File: src/rtl/matmul_fx_stream.sv
// matmul_fx_stream
//   Signed fixed-point matrix multiplier C = A x B, or C += A x B when the
//   operand set arrives with in_accum=1. There is one MAC lane per result
//   column. The lanes walk row i and inner index k together, so a full
//   result takes ROWS_A*COLS_A cycles. Each result is saturated to OUT_W,
//   and each element has its own overflow flag.
//
// Ports
//   clk, rst       clock (rising edge), asynchronous active-low reset
//   clear          synchronous abort: back to IDLE, result registers zeroed
//   in_valid/ready operand-set handshake; in_ready is high only in IDLE
//   in_accum       captured with the operands: 1 accumulates onto the last C
//   in_a           A, row-major, element (0,0) in the MSBs
//   in_b           B, column-major, element (0,0) in the MSBs
//   out_valid/ready result handshake; out_valid is high only in DONE
//   out_c          C, row-major, element (0,0) in the MSBs
//   out_sat        per-element saturation flag, MSB = element (0,0)
//   busy           high while the MAC lanes are running
module matmul_fx_stream #(
  parameter int ROWS_A = 2,
  parameter int COLS_A = 2,
  parameter int COLS_B = 2,
  parameter int DATA_W = 16,
  parameter int ACC_W  = 40,
  parameter int OUT_W  = 32
) (
  input  logic                             clk,
  input  logic                             rst,
  input  logic                             clear,
  input  logic                             in_valid,
  output logic                             in_ready,
  input  logic                             in_accum,
  input  logic [ROWS_A*COLS_A*DATA_W-1:0]  in_a,
  input  logic [COLS_A*COLS_B*DATA_W-1:0]  in_b,
  output logic                             out_valid,
  input  logic                             out_ready,
  output logic [ROWS_A*COLS_B*OUT_W-1:0]   out_c,
  output logic [ROWS_A*COLS_B-1:0]         out_sat,
  output logic                             busy
);

  localparam int NA  = ROWS_A * COLS_A;
  localparam int NB  = COLS_A * COLS_B;
  localparam int NC  = ROWS_A * COLS_B;
  localparam int PW  = 2 * DATA_W;
  localparam int I_W = (ROWS_A > 1) ? $clog2(ROWS_A) : 1;
  localparam int K_W = (COLS_A > 1) ? $clog2(COLS_A) : 1;

  localparam logic signed [ACC_W-1:0] SAT_MAX =
    {{(ACC_W-OUT_W+1){1'b0}}, {(OUT_W-1){1'b1}}};
  localparam logic signed [ACC_W-1:0] SAT_MIN =
    {{(ACC_W-OUT_W+1){1'b1}}, {(OUT_W-1){1'b0}}};

  typedef enum logic [1:0] {IDLE, MAC, DONE} state_t;

  state_t                    state_q, state_d;
  logic [NA*DATA_W-1:0]      a_q, a_d;
  logic [NB*DATA_W-1:0]      b_q, b_d;
  logic                      accum_q, accum_d;
  logic [I_W-1:0]            i_q, i_d;
  logic [K_W-1:0]            k_q, k_d;
  logic signed [ACC_W-1:0]   acc_q [COLS_B];
  logic signed [ACC_W-1:0]   acc_d [COLS_B];
  logic signed [OUT_W-1:0]   c_q   [ROWS_A][COLS_B];
  logic signed [OUT_W-1:0]   c_d   [ROWS_A][COLS_B];
  logic                      sat_q [ROWS_A][COLS_B];
  logic                      sat_d [ROWS_A][COLS_B];

  logic signed [DATA_W-1:0]  a_arr [ROWS_A][COLS_A];
  logic signed [DATA_W-1:0]  b_arr [COLS_A][COLS_B];
  logic signed [PW-1:0]      prod  [COLS_B];
  logic signed [ACC_W-1:0]   seed  [COLS_B];
  logic signed [ACC_W-1:0]   sum   [COLS_B];
  logic                      last_k, last_i;

  function automatic logic sat_ovf(input logic signed [ACC_W-1:0] v);
    return (v > SAT_MAX) || (v < SAT_MIN);
  endfunction

  function automatic logic signed [OUT_W-1:0] sat_val(input logic signed [ACC_W-1:0] v);
    if (v > SAT_MAX)      return SAT_MAX[OUT_W-1:0];
    else if (v < SAT_MIN) return SAT_MIN[OUT_W-1:0];
    else                  return v[OUT_W-1:0];
  endfunction

  // Unpack the captured operands and pack the result registers onto the
  // ports. Element (0,0) always sits in the most significant slot.
  for (genvar gi = 0; gi < ROWS_A; gi++) begin : g_a_row
    for (genvar gk = 0; gk < COLS_A; gk++) begin : g_a_col
      assign a_arr[gi][gk] = a_q[(NA-1-(gi*COLS_A+gk))*DATA_W +: DATA_W];
    end
  end

  for (genvar gk = 0; gk < COLS_A; gk++) begin : g_b_row
    for (genvar gj = 0; gj < COLS_B; gj++) begin : g_b_col
      assign b_arr[gk][gj] = b_q[(NB-1-(gj*COLS_A+gk))*DATA_W +: DATA_W];
    end
  end

  for (genvar gi = 0; gi < ROWS_A; gi++) begin : g_c_row
    for (genvar gj = 0; gj < COLS_B; gj++) begin : g_c_col
      assign out_c[(NC-1-(gi*COLS_B+gj))*OUT_W +: OUT_W] = c_q[gi][gj];
      assign out_sat[NC-1-(gi*COLS_B+gj)]                = sat_q[gi][gj];
    end
  end

  assign in_ready  = (state_q == IDLE);
  assign busy      = (state_q == MAC);
  assign out_valid = (state_q == DONE);
  assign last_k    = (k_q == K_W'(COLS_A-1));
  assign last_i    = (i_q == I_W'(ROWS_A-1));

  // Lane datapath. At k=0 the accumulator is seeded with the previous C
  // element (accumulate mode) or zero instead of the stale lane value.
  always_comb begin
    for (int j = 0; j < COLS_B; j++) begin
      prod[j] = PW'(a_arr[i_q][k_q]) * PW'(b_arr[k_q][j]);
      if (k_q == '0) seed[j] = accum_q ? ACC_W'(c_q[i_q][j]) : '0;
      else           seed[j] = acc_q[j];
      sum[j] = seed[j] + ACC_W'(prod[j]);
    end
  end

  // Control and result update
  always_comb begin
    state_d = state_q;
    a_d     = a_q;
    b_d     = b_q;
    accum_d = accum_q;
    i_d     = i_q;
    k_d     = k_q;
    acc_d   = acc_q;
    c_d     = c_q;
    sat_d   = sat_q;

    case (state_q)
      IDLE: begin
        if (in_valid) begin
          a_d     = in_a;
          b_d     = in_b;
          accum_d = in_accum;
          i_d     = '0;
          k_d     = '0;
          state_d = MAC;
          for (int i = 0; i < ROWS_A; i++)
            for (int j = 0; j < COLS_B; j++)
              sat_d[i][j] = 1'b0;
        end
      end
      MAC: begin
        for (int j = 0; j < COLS_B; j++) begin
          if (last_k) begin
            c_d[i_q][j]   = sat_val(sum[j]);
            sat_d[i_q][j] = sat_ovf(sum[j]);
            acc_d[j]      = '0;
          end else begin
            acc_d[j] = sum[j];
          end
        end
        if (last_k) begin
          k_d = '0;
          if (last_i) begin
            i_d     = '0;
            state_d = DONE;
          end else begin
            i_d = i_q + 1'b1;
          end
        end else begin
          k_d = k_q + 1'b1;
        end
      end
      DONE: begin
        if (out_ready) state_d = IDLE;
      end
      default: state_d = IDLE;
    endcase

    // Abort outranks every handshake; partial rows are dropped.
    if (clear) begin
      state_d = IDLE;
      i_d     = '0;
      k_d     = '0;
      for (int j = 0; j < COLS_B; j++) acc_d[j] = '0;
      for (int i = 0; i < ROWS_A; i++)
        for (int j = 0; j < COLS_B; j++) begin
          c_d[i][j]   = '0;
          sat_d[i][j] = 1'b0;
        end
    end
  end

  always_ff @(posedge clk or negedge rst) begin
    if (!rst) begin
      state_q <= IDLE;
      a_q     <= '0;
      b_q     <= '0;
      accum_q <= 1'b0;
      i_q     <= '0;
      k_q     <= '0;
      for (int j = 0; j < COLS_B; j++) acc_q[j] <= '0;
      for (int i = 0; i < ROWS_A; i++)
        for (int j = 0; j < COLS_B; j++) begin
          c_q[i][j]   <= '0;
          sat_q[i][j] <= 1'b0;
        end
    end else begin
      state_q <= state_d;
      a_q     <= a_d;
      b_q     <= b_d;
      accum_q <= accum_d;
      i_q     <= i_d;
      k_q     <= k_d;
      acc_q   <= acc_d;
      c_q     <= c_d;
      sat_q   <= sat_d;
    end
  end

endmodule

File: config.mk
export PLATFORM = sky130hd
export DESIGN_NAME = matmul_fx_stream
export DESIGN_NICKNAME = d
export VERILOG_FILES = /design/src/rtl/matmul_fx_stream.sv
export SDC_FILE = /design/constraint.sdc
export NUM_CORES = 2
export LEC_CHECK = 0
export ABC_CLOCK_PERIOD_IN_PS = 9850
export BUFFER_PORTS_ARGS = -buffer_cell sky130_fd_sc_hd__buf_2
export CORE_MARGIN = 1
export CORE_UTILIZATION = 30
export CTS_CLUSTER_SIZE = 20
export DETAILED_ROUTE_END_ITERATION = 10
export GPL_TIMING_DRIVEN = 0
export PLACE_DENSITY = 0.46
export SYNTH_ARGS = -nofsm -noshare
export SYNTH_HDL_FRONTEND = slang
export SYNTH_SLANG_ARGS = --single-unit
File: constraint.sdc
create_clock -name clk -period 9.85 [get_ports clk]
set_input_delay 0.985 -clock clk [delete_from_list [all_inputs] [get_ports clk]]
set_output_delay 0.985 -clock clk [all_outputs]
set_load 0.005 [all_outputs]
# Yosys cells after proc, flatten, opt, wreduce, memory -nomap -nowiden
# Index checks and enable logic that the tools add are counted.
[word_totals]
reg_bits = 345
output_inout_bits = 135
elab_cells = 112
[classes]
n_addsub = 4
multipliers = 2
magnitude_cmp = 7
n_eq_ne = 6
mux = 65
n_bitwise = 2
n_reduce_logical = 10
[op_table]
columns = ["cell", "count"]
rows = [
  ["2-to-1 mux 128 bit", 5],
  ["2-to-1 mux 32 bit", 15],
  ["bitwise mux 128 bit", 2],
  ["2-to-1 mux 64 bit", 4],
  ["2-to-1 mux 40 bit", 6],
  ["2-to-1 mux 80 bit", 2],
  ["demux 64 bit (select 1 bit)", 2],
  ["adder 40 x 32 -> 40 bit", 2],
  ["> comparator 40 x 32 -> 1 bit, second input constant", 2],
  ["less-than comparator 40 x 32 -> 1 bit, second input constant", 2],
  ["multiplier 16 x 16 -> 32 bit", 2],
  ["2-to-1 mux 16 bit", 3],
  ["2-to-1 mux 4 bit", 5],
  ["2-to-1 mux 2 bit", 6],
  ["inequality test 3 x 2 -> 1 bit, second input constant", 3],
  ["bitwise mux 4 bit", 2],
  ["one-hot mux 4 bit (2 select lines)", 1],
  ["2-to-1 mux 1 bit", 7],
  ["one-hot mux 2 bit (3 select lines)", 1],
  ["demux 2 bit (select 1 bit)", 2],
  [">= comparator 2 bit, second input constant", 2],
  ["inverter 1 -> 2 bit", 2],
  ["one-hot mux 1 bit (2 select lines)", 2],
  ["AND reduction 2 bit", 2],
  ["other kinds (12)", 14],
]

# Logic depth before layout (Yosys ltp)
[depth]
word_depth = 21
depth_mapped = 32

# Worst setup path before layout
# Ideal clock, no wire load.
[synth_path]
path_kind = "register to register"
start = "register k_q"
end = "register c_q (netlist bit out_c[102])"
setup_ns = 0.126
arrival_time_ns = 8.454
t_required_ns = 9.724
path_slack_ns = 1.270
path_stages_with_launch = 29
synth_period_minus_slack_ns = 8.580
cell_sequence = "dfrtp_1 -> clkbuf_1 -> buf_1 -> buf_1 -> clkbuf_1 -> mux2i_1 -> nor2_1 -> fa_1 -> fa_1 -> inv_1 -> fa_1 -> fa_1 -> inv_1 -> fa_1 -> inv_1 -> fa_1 -> inv_1 -> ha_1 -> clkbuf_1 -> a211oi_1 -> o21a_1 -> o221ai_1 -> or2_2 -> o221ai_1 -> or3b_1 -> nor3_2 -> a21oi_1 -> buf_2 -> a221o_1"
[synth_via]
elab_chain_len = 18
word_cells_on_any_way = 32
cone_classes = "2 x add/sub; 2 x mul; 4 x order compare; 23 x mux; 1 x bitwise"
[synth_lines]
columns = ["element", "line", "text"]
rows = [
  ["from (decl)", "61", "logic [K_W-1:0] k_q, k_d;"],
  ["from (signal assigned)", "212", "k_q <= k_d;"],
  ["inverter 1 -> 2 bit (not written as such)", "117", "prod[j] = PW'(a_arr[i_q][k_q]) * PW'(b_arr[k_q][j]);"],
  ["2-to-1 mux 16 bit (not written as such) or 2-to-1 mux 32 bit (tied branches) (3 in a row)", "117", ""],
  ["multiplier 16 x 16 -> 32 bit", "117", ""],
  ["adder 40 x 32 -> 40 bit", "120", "sum[j] = seed[j] + ACC_W'(prod[j]);"],
  ["less-than comparator 40 x 32 -> 1 bit", "82", "else if (v < SAT_MIN) return SAT_MIN[OUT_W-1:0];"],
  ["2-to-1 mux 32 bit", "82", ""],
  ["2-to-1 mux 32 bit", "81", "if (v > SAT_MAX) return SAT_MAX[OUT_W-1:0];"],
  ["2-to-1 mux 32 bit", "152", "if (last_k) begin"],
  ["2-to-1 mux 32 bit", "136", "case (state_q)"],
  ["bitwise mux 128 bit", "153", "c_d[i_q][j] = sat_val(sum[j]);"],
  ["2-to-1 mux 128 bit", "152", ""],
  ["2-to-1 mux 128 bit", "136", ""],
  ["bitwise mux 128 bit", "153", ""],
  ["2-to-1 mux 128 bit *", "152", ""],
  ["2-to-1 mux 128 bit *", "136", ""],
  ["2-to-1 mux 128 bit *", "179", "if (clear) begin"],
  ["to (signal, indexed assignment)", "203", "c_q[i][j] <= '0;"],
  ["to (signal assigned)", "214", "c_q <= c_d;"],
  ["to (decl)", "64", "logic signed [OUT_W-1:0] c_q [ROWS_A][COLS_B];"],
]
# Mark *: on every way between the ends. The rest lies on a longest branch, timed or not. The select of a mux whose other input is x is not followed.
# A chain may end at the register's enable or synchronous reset.

# Worst setup path after layout
[layout_path]
start = "register i_q"
end = "register c_q (netlist bit out_c[64])"
[layout_via]
elab_chain_len = 21
word_cells_on_any_way = 43
cone_classes = "2 x add/sub; 2 x mul; 6 x order compare; 31 x mux; 1 x bitwise; 1 x reduce/logical"
[layout_lines]
columns = ["element", "line", "text"]
rows = [
  ["from (decl)", "60", "logic [I_W-1:0] i_q, i_d;"],
  ["from (signal assigned)", "211", "i_q <= i_d;"],
  ["inverter 1 -> 2 bit (not written as such) *", "117, 118, 153", ""],
  ["2-to-1 mux 32 bit (not written as such) (3 in a row)", "117", ""],
  ["2-to-1 mux 16 bit (not written as such) (3 in a row)", "117", ""],
  ["multiplier 16 x 16 -> 32 bit", "117", ""],
  ["adder 40 x 32 -> 40 bit", "120", ""],
  ["less-than comparator 40 x 32 -> 1 bit", "82", ""],
  ["2-to-1 mux 32 bit", "82", ""],
  ["2-to-1 mux 32 bit", "81", ""],
  ["2-to-1 mux 32 bit", "152", ""],
  ["2-to-1 mux 32 bit", "136", ""],
  ["bitwise mux 128 bit", "153", ""],
  ["2-to-1 mux 128 bit", "152", ""],
  ["2-to-1 mux 128 bit", "136", ""],
  ["bitwise mux 128 bit", "153", ""],
  ["2-to-1 mux 128 bit *", "152", ""],
  ["2-to-1 mux 128 bit *", "136", ""],
  ["2-to-1 mux 128 bit *", "179", ""],
]
# Marked as above.

==> insert_results.sql <==
INSERT INTO impl_metrics (metric_group, metric, value, unit) VALUES
('outcome', 'outcome', 'complete, but fails checks', ''),
('outcome', 'failed_checks', 'design-rule violations', ''),
('worst_setup_path', 'worst_r2r_startpoint', 'i_q$_DFFE_PN0P_', ''),
('run', 'maxCapViolations', '0', ''),
('worst_setup_path', 'cpMostUsedCell', 'fa_1', ''),
('global_routing', 'global_route.usage.met1', '33.0', '%'),
('sta', 'final.min_clock_period', '9650', 'ps'),
('cts', 'worst_skew_late_latency', '650', 'ps'),
('global_routing', 'grtUsageMet3', '5.92', '%'),
('final_layout', 'layout.core_utilization', '34.5', '%'),
('route', 'totalWireLength', '151000', 'um'),
('synth', 'post_synth_instance_area', '40500', 'sq um'),
('synth', 'syn_avg_cell_area', '9.74', 'sq um'),
('sta', 'achievable-frequency', '104', 'MHz'),
('cts', 'clock_tree_from_tritoncts', 'done', ''),
('cts', 'cts-hold-fix-buffers', '0', ''),
('global_routing', 'globalRouteMet2Util', '32.1', '%'),
('cts', 'cts.path.max_buffers', '3', ''),
('route', 'wl_per_cell', '24.0', 'um'),
('worst_setup_path', 'timing.reg2reg.setup_slack', '200', 'ps'),
('final_layout', 'nets', '5513', ''),
('synth', 'synth.yosys.seq_area_share', '21.3', '%'),
('sta', 'slew_viol_final', '0', ''),
('synth', 'synthesis.instances', '4162', ''),
('die', 'floorplan.rows', '134', ''),
('die', 'initial_util', '30.3', '%'),
('global_routing', 'vias_in_the_first_global_route', '32100', ''),
('placement', 'gp_congestion', '0.928', ''),
('synth', 'synth.yosys.warnings', '0', ''),
('worst_setup_path', 'crit_path_end_kind', 'flop', ''),
('cts', 'cts_sinks', '345', ''),
('synth', 'post_synth_num_cell_types', '80', ''),
('worst_setup_path', 'crit_arrival', '10210', 'ps'),
('placement', 'dpl.hpwl', '127000', 'um'),
('route', 'ant_nets', '0', ''),
('global_routing', 'global_route.peak_usage_layer', 'met1', ''),
('worst_setup_path', 'timing.rr.end', 'out_c[64]$_DFFE_PN0P_', ''),
('synth', 'dominantRegCellSynth', 'dfrtp_1', ''),
('worst_setup_path', 'cpMaxStageDelayCell', 'a2111oi_2', ''),
('route', 'drc_errors', '60', ''),
('cts', 'htree_num_levels', '2', ''),
('cts', 'num_cts_buffers', '44', ''),
('worst_hold_path', 'hold_path_class', 'primary input to asynchronous set/reset pin', ''),
('sta', 'final.setup_skew', '75.1', 'ps'),
('route', 'vias', '31100', ''),
('placement', 'placement.io_buffers', '268', ''),
('cts', 'clk_pin_slew', '60', 'ps'),
('worst_setup_path', 'cp_slowest_stage_delay', '620', 'ps'),
('die', 'die-width', '370', 'um'),
('die', 'fp.dieArea', '137000', 'sq um'),
('sta', 'report.final.setup_viol', '0', ''),
('cts', 'cts-root-buf', 'clkbuf_16', ''),
('global_routing', 'grt_pass1_wl', '222000', 'um'),
('worst_setup_path', 'worstSetupStartpointType', 'flop', ''),
('global_routing', 'globalRouteOverflowTotal', '0', ''),
('synth', 'synthesis.nets', '5186', ''),
('global_routing', 'global_route.usage.total', '22.4', '%'),
('worst_setup_path', 'worstPathRequired', '10400', 'ps'),
('die', 'pin_count', '269', ''),
('global_routing', 'grt_max_degree', '116', ''),
('synth', 'synth_async_sr_flop_share', '100', '%'),
('die', 'core_area', '134000', 'sq um'),
('sta', 'layout_worst_path_cycle_share', '98.0', '%'),
('synth', 'synth_seq_cells', '345', ''),
('synth', 'synth_enable_flop_cells', '0', ''),
('die', 'height_of_the_die', '370', 'um'),
('worst_setup_path', 'worstPathMaxFanout', '10', ''),
('sta', 'tightest_slew', '1360', 'ps'),
('sta', 'report.final.hold_viol_count', '0', ''),
('global_routing', 'grt_antenna_before_repair', '7', ''),
('sta', 'maxSlewHeadroom', '9.12', '%'),
('route', 'vias_per_cell', '4.95', ''),
('final_layout', 'drive_above_1_share', '15.0', '%'),
('worst_setup_path', 'worstRegToRegCells', '31', ''),
('route', 'first_pass_drt_iterations', '8', ''),
('route', 'initialDrtViolationCount', '2264', ''),
('final_layout', 'area_growth_syn_to_layout', '14.0', '%'),
('worst_setup_path', 'critPathKind', 'flop to flop', '');
-- how the worst max path moves through the flow --
stage	start	end	slack [ps]
detailed placement	k_q$_DFFE_PN0P_	out_c[1]$_DFFE_PN0P_	-2730
floorplan	k_q$_DFFE_PN0P_	out_c[102]$_DFFE_PN0P_	1270
finish	i_q$_DFFE_PN0P_	out_c[64]$_DFFE_PN0P_	200
global route	k_q$_DFFE_PN0P_	out_c[49]$_DFFE_PN0P_	-5
CTS	i_q$_DFFE_PN0P_	out_c[115]$_DFFE_PN0P_	0.3
global placement	k_q$_DFFE_PN0P_	out_c[115]$_DFFE_PN0P_	-2620
-- area by class of cell --
| cell class | count | area [sq um] |
|---|---|---|
| flip-flops and latches | 345 | 8640 |
| inverters | 828 | 3120 |
| well taps | 1768 | 2210 |
| multi-input cells | 2800 | 28300 |
| plain buffers | 187 | 902 |
| repair buffers | 283 | 1570 |
| clock buffers | 59 | 1230 |
| fillers | 14000 | 87600 |
| clock inverters | 17 | 225 |
| diodes | 7 | 17.5 |
-- kinds of logic (layout without fill, tap and decap cells) --
kind of cell,Yosys count,in the layout,share of synthesized area [%]
compound gates,645,645,11.0
xor+xnor,72,72,1.57
fa+ha+maj,890,890,39.7
buf+inv,1017,1374,9.54
flops,345,345,21.3
mux,277,277,7.42
other cells,0,7,0
simple gates,916,916,9.46
-- synth_stat cells, types with 24 or more instances --
| cell type | instances | area, sq um |
|---|---|---|
| inv_1 | 826 | 3100 |
| fa_1 | 660 | 13200 |
| nand2_1 | 466 | 1750 |
| dfrtp_1 | 345 | 8630 |
| nor2_1 | 297 | 1110 |
| ha_1 | 230 | 2880 |
| mux2_2 | 167 | 1880 |
| o21ai_0 | 157 | 786 |
| clkbuf_1 | 153 | 574 |
| a21oi_1 | 118 | 591 |
| mux2i_1 | 108 | 1080 |
| a22o_1 | 74 | 648 |
| a221o_1 | 66 | 661 |
| a21o_1 | 53 | 398 |
| xnor2_1 | 49 | 429 |
| o21ai_1 | 40 | 200 |
| o21a_1 | 24 | 180 |
-- layout by cell type, fill, tap and decap left out, types with 36 or more instances in the layout --
| cell type | n |
|---|---|
| inv_1 | 823 |
| fa_1 | 654 |
| nand2_1 | 466 |
| dfrtp_1 | 343 |
| nor2_1 | 297 |
| buf_2 | 289 |
| ha_1 | 230 |
| mux2_2 | 167 |
| o21ai_0 | 144 |
| a21oi_1 | 117 |
| clkbuf_1 | 109 |
| mux2i_1 | 95 |
| a22o_1 | 74 |
| a221o_1 | 66 |
| a21o_1 | 53 |
| xnor2_1 | 49 |
| clkbuf_16 | 44 |
| o21ai_1 | 41 |
| clkbuf_2 | 36 |
-- flip-flops by register name, summed over array words and instances (netlist names) --
name	count
state_q	2
out_sat	4
out_c	128
accum_q	1
a_arr	64
acc_q	80
b_q	64
k_q	1
i_q	1
-- through the flow --
step | setup slack (ps) | TNS (ps) | hold WS (ps) | area (sq um) | instances
finish | 196 | 0 | 338 | 46200 | 6294
global route | -4.97 | -7.27 | 381 | 46200 | 6287
CTS | 0.293 | 0 | 335 | 46000 | 6282
detailed placement | -2730 | -400250 | 471 | 44300 | 6207
global placement | -2620 | -385830 | 463 | 44100 | 6198
floorplan | 1270 | 0 | 449 | 40500 | 4162
-- worst max-delay path: cells and delay by family, from the launching register on --
kind	cells	cell delay [ps]
flip-flops	1	530
multiplexers	1	350
buffers and inverters	10	1970
adder cells (fa/ha/maj)	7	3370
AND/OR/NAND/NOR	5	1090
AO/OA/AOI/OAI	8	2200
-- what timing repair did --
item,4_1_cts,5_1_grt
buffers inserted,0,6
pin swaps,0,2
endpoints found under the setup margin,189,128
gates resized for setup,106,68
-- per-layer routing --
layer	up-vias	part of all wire [%]
met2	1134	42
li1	13900	-
met4	6	2.6
met1	16000	47
met3	167	8.6
met5	-	0.023
Power is not shown: default switching activity piles up to over one toggle a cycle in this logic, so the estimate is an artifact.
